==> src/rtl/d_uncached_wbuf.sv <==
// Posted write buffer for uncached stores: in-order single-beat AXI drain, hit/empty for load hazards.
// Define WBUF_MERGE_EN to coalesce same-word stores into the tail-most queued (not in-flight) entry.
module d_uncached_wbuf #(
  parameter int DEPTH = 4,
  parameter int PTR_W = 2
) (
  input  logic              clk,
  input  logic              rst,
  input  logic              req_valid,
  output logic              req_ready,
  input  logic [31:0]       req_addr,
  input  logic [31:0]       req_wdata,
  input  logic [3:0]        req_wstrb,
  input  logic [2:0]        req_size,
  input  logic [31:0]       chk_addr,
  output logic              hit,
  output logic              empty,
  output logic [PTR_W:0]    count,
  output logic [31:0]       d_awaddr,
  output logic [7:0]        d_awlen,
  output logic [2:0]        d_awsize,
  output logic              d_awvalid,
  input  logic              d_awready,
  output logic [31:0]       d_wdata,
  output logic [3:0]        d_wstrb,
  output logic              d_wlast,
  output logic              d_wvalid,
  input  logic              d_wready,
  input  logic              d_bvalid,
  output logic              d_bready
);
  typedef enum logic [1:0] {IDLE, SEND, RESP} state_t;

  localparam logic [PTR_W:0] FULL = (PTR_W+1)'(DEPTH);
  localparam logic [PTR_W:0] ZERO = '0;

  state_t           state;
  logic [31:0]      addr_q [DEPTH];
  logic [31:0]      data_q [DEPTH];
  logic [3:0]       strb_q [DEPTH];
  logic [2:0]       size_q [DEPTH];
  logic [PTR_W-1:0] head, tail, last;
  logic [PTR_W:0]   count_q;
  logic [DEPTH-1:0] vld, hit_v;
  logic             push, alloc, pop, merge;

  assign last = tail - PTR_W'(1);

  // Entry i is live when its distance from head is below count; the in-flight head counts too.
  for (genvar i = 0; i < DEPTH; i++) begin : g_ent
    logic [PTR_W-1:0] off;
    assign off      = PTR_W'(i) - head;
    assign vld[i]   = {1'b0, off} < count_q;
    assign hit_v[i] = vld[i] && (addr_q[i][31:2] == chk_addr[31:2]);
  end

`ifdef WBUF_MERGE_EN
  // With two or more entries the tail-most one can never be the head being sent.
  assign merge     = (count_q > (PTR_W+1)'(1)) && (addr_q[last][31:2] == req_addr[31:2]);
  assign req_ready = (count_q != FULL) || merge;
`else
  assign merge     = 1'b0;
  assign req_ready = (count_q != FULL);
`endif

  assign push    = req_valid && req_ready;
  assign alloc   = push && !merge;
  assign pop     = (state == RESP) && d_bvalid;
  assign hit     = |hit_v;
  assign empty   = (count_q == ZERO);
  assign count   = count_q;
  assign d_awlen = 8'd0;
  assign d_wlast = d_wvalid;

  always_ff @(posedge clk) begin
    if (alloc) begin
      addr_q[tail] <= req_addr;
      data_q[tail] <= req_wdata;
      strb_q[tail] <= req_wstrb;
      size_q[tail] <= req_size;
    end
`ifdef WBUF_MERGE_EN
    else if (push) begin
      for (int b = 0; b < 4; b++)
        if (req_wstrb[b]) data_q[last][8*b +: 8] <= req_wdata[8*b +: 8];
      strb_q[last] <= strb_q[last] | req_wstrb;
      size_q[last] <= 3'd2;
    end
`endif
  end

  always_ff @(posedge clk) begin
    if (rst) begin
      head      <= '0;
      tail      <= '0;
      count_q   <= '0;
      state     <= IDLE;
      d_awvalid <= 1'b0;
      d_wvalid  <= 1'b0;
      d_bready  <= 1'b0;
      d_awaddr  <= '0;
      d_awsize  <= '0;
      d_wdata   <= '0;
      d_wstrb   <= '0;
    end else begin
      if (alloc) tail <= tail + PTR_W'(1);
      if (pop)   head <= head + PTR_W'(1);
      if (alloc && !pop)      count_q <= count_q + (PTR_W+1)'(1);
      else if (pop && !alloc) count_q <= count_q - (PTR_W+1)'(1);
      case (state)
        IDLE: if (count_q != ZERO) begin
          d_awaddr  <= addr_q[head];
          d_awsize  <= size_q[head];
          d_wdata   <= data_q[head];
          d_wstrb   <= strb_q[head];
          d_awvalid <= 1'b1;
          d_wvalid  <= 1'b1;
          state     <= SEND;
        end
        // A dropped valid doubles as the channel's done flag.
        SEND: begin
          if (d_awready) d_awvalid <= 1'b0;
          if (d_wready)  d_wvalid  <= 1'b0;
          if ((!d_awvalid || d_awready) && (!d_wvalid || d_wready)) begin
            d_bready <= 1'b1;
            state    <= RESP;
          end
        end
        RESP: if (d_bvalid) begin
          d_bready <= 1'b0;
          state    <= IDLE;
        end
        default: state <= IDLE;
      endcase
    end
  end
endmodule

==> config.mk <==
export PLATFORM = sky130hd
export DESIGN_NAME = d_uncached_wbuf
export DESIGN_NICKNAME = d
export VERILOG_FILES = /design/src/rtl/d_uncached_wbuf.sv
export SDC_FILE = /design/constraint.sdc
export NUM_CORES = 1
export LEC_CHECK = 0
export CAP_MARGIN = 20
export CORE_ASPECT_RATIO = 2
export CORE_UTILIZATION = 59
export CTS_CLUSTER_DIAMETER = 150
export DETAILED_ROUTE_END_ITERATION = 8
export PLACE_DENSITY = 0.85
export SLEW_MARGIN = 10
export SYNTH_ARGS = -nofsm -noshare
export SYNTH_HDL_FRONTEND = slang
export SYNTH_SLANG_ARGS = --single-unit
==> constraint.sdc <==
create_clock -name clk -period 5.3 [get_ports clk]
set_clock_uncertainty 0.05 [all_clocks]
set_input_delay 1.06 -clock clk [delete_from_list [all_inputs] [get_ports clk]]
set_output_delay 1.06 -clock clk [all_outputs]
set_load 0.005 [all_outputs]
==> impl_metrics.ini <==
[logic_synthesis]
synth-seq-cells = 367
synth_edf_count = 284
async_flop_share = 0
ys.flop_type = edfxtp_1
netlist_area_sq_um = 14800
yosys_warnings = 0
syn_inst = 950
synth_area_per_cell_sq_um = 15.6
synth_cell_types = 33
synth-seq-area-share = 0.689

[clock_tree]
clkTransAtPathRegs_ns = 0.07
clkLatencyLatePin_ns = 0.55
clockBufferDepth = 3
post_cts_buffers = 0
root_buffer = clkbuf_16
cts_tree = done
cts_sinks = 367
cts.repair.resized = 0
hold_buffers = 0
cts_made_buffers = 30
h-tree-depth = 1

[power]
power_frac_comb = 0.270
power_frac_seq = 0.466
pwr-share-clk = 0.264
peakVddDrop_uv = 368
internal-power_uw = 5940
p_per_area_nw_per_um2 = 468
switchingPower_uw = 2460
p_sw_frac = 0.293
p_total_uw = 8400
leakage_uw = 0.00578

[sta]
rsz0062_at_grt = false
period_share = 0.926
setup_ws_ns = 0.392
timing.fmax_mhz = 204
finalMaxSlewViolations = 0
relSlewSlack = 0.340
setup_tns_ns = 0
hold_slack_ns = 0.403
fin_crit_ns = 4.91
finalSetupViolations = 0
worstMarginPinSlew_ns = 0.990
hold_viol_final = 0

[routing]
avgRoutedWirePerCell_um = 23.5
drc = 0
via_count = 8651
routed_wirelength_mm = 34.9
viasPerCell = 5.81
drt_iter0_markers = 552
dr.pass1.iters = 5
postRouteAntennaNets = 0

[global_routing]
grt_pass1_wl_mm = 52.6
grt_max_degree = 84
antenna_found_initial = 9
grt_pass1_vias = 9146
track_usage = 0.281
grt.overflow.total = 0

[die]
die-area_sq_um = 25800
die_height_um = 226
rows = 81
initial_utilization = 0.603
ios = 198
die_w_um = 114
coreArea_sq_um = 24500

[min_path]
holdPathStages = 2
hold_class = reg -> reg
min_to = d_awaddr[24]
hold_path.startpoint = d_awaddr[24]

[place]
hpwl_mm = 23.3
io_buffers = 187
routabilityCongestion = 0.968
place_ws_ns = 0.409
place_inst = 1423

[worst_setup_path]
worstSetupEndpointType = output pin
crit_start = chk_addr[10]
critPathKind = in -> out
regToRegSetupSlack_ns = 2.74
worstPathArrival_ns = 3.80
path_max_fanout = 4
critPathLaunchType = input port
timing.rr.end = count[2]
r2r_start = count[2]
required_ns = 4.19
ff2ff_path_depth = 9

[layout]
area.growth.synth_to_final_pct = 21.2
layout-drive-gt1-share = 0.118
mostFrequentLayoutCells = 284 x edfxtp_1, 186 x clkdlybuf4s50_1, 144 x nand2_1
nets = 1243
final_common_cell = edfxtp_1
fin_cells = 1488

[run]
max-cap-violations = 0

[status]
status = finished, final reports clean
==> worst max-delay path: stages <==
cell             delay [ns]
clkdlybuf4s50_1        0.61
xor2_1                 0.22
nor4_1                 0.55
nand4_1                0.18
or4_1                  0.54
nand4_1                0.13
clkdlybuf4s50_1        0.51
==> worst max path at each step <==
stage,end
2_1_floorplan,hit
3_3_place_gp,hit
3_5_place_dp,hit
4_1_cts,hit
5_1_grt,hit
6_report,hit
==> synth_stat cells (4+ instances only) <==
cell,count,share of area
buf_2,13,0.0044
clkbuf_1,34,0.0086
buf_4,16,0.0081
mux4_2,71,0.11
ha_1,9,0.0076
o21ai_0,6,0.0020
edfxtp_1,284,0.58
dfxtp_1,83,0.11
nor2_1,6,0.0015
a2111oi_0,4,0.0024
nand4_1,21,0.0089
nand2_1,145,0.037
a21oi_1,82,0.028
xor2_1,49,0.029
xnor2_1,76,0.045
and3_1,4,0.0017
nor4_1,11,0.0047
inv_1,12,0.0030
==> flip-flops by register name, summed over array words and instances, names as in the netlist, 3 cells and up <==
signal and flops:
addr_q 128, count 3, d_awaddr 32, d_wdata 32, strb_q 16, size_q 12
data_q 128, d_awsize 3, d_wstrb 4
==> cells by family (layout without fill, tap and decap cells) <==
| logic type | count (synthesis) | after routing | share of synthesized area |
|---|---|---|---|
| fa+ha+maj | 10 | 10 | 0.00896 |
| buf+inv | 78 | 269 | 0.0249 |
| other cells | 1 | 16 | 0.000253 |
| simple gates | 201 | 201 | 0.0596 |
| mux | 73 | 73 | 0.109 |
| xor+xnor | 125 | 125 | 0.0740 |
| compound gates | 95 | 95 | 0.0342 |
| flops | 367 | 367 | 0.689 |
==> through the flow <==
stage / instance area, sq um / utilization
6_report: 17900 / 0.731
3_5_place_dp: 16900 / 0.690
3_3_place_gp: 16900 / 0.690
4_1_cts: 17900 / 0.730
2_1_floorplan: 14800 / -
5_1_grt: 17900 / 0.731
==> per-layer routing <==
layer,up-vias,GRT usage,wire length [um]
met5,-,0,11
li1,3864,-,-
met1,4327,0.309,11600
met4,2,0.178,2360
met3,95,0.0427,2090
met2,363,0.501,18800
==> area by class of cell <==
| cell class | count | area (sq um) |
|---|---|---|
| Antenna cell | 8 | 20.0 |
| Clock buffer | 44 | 845 |
| Clock inverter | 12 | 136 |
| Fill cell | 1564 | 6590 |
| Inverter | 12 | 45.0 |
| Multi-Input combinational cell | 512 | 4290 |
| Sequential cell | 367 | 10200 |
| Tap cell | 332 | 415 |
| Timing Repair Buffer | 201 | 1990 |
==> power by group through the flow <==
stage | Sequential, uW | Clock [uW] | Combinational (uW)
3_5_place_dp | 3970 | 0 | 2250
4_1_cts | 3920 | 2250 | 2270
5_1_grt | 3960 | 2350 | 2460
6_report | 3920 | 2220 | 2270
3_3_place_gp | 3940 | 0 | 2200
2_1_floorplan | 3950 | 0 | 1180
Power figures use the tool's default switching activity.
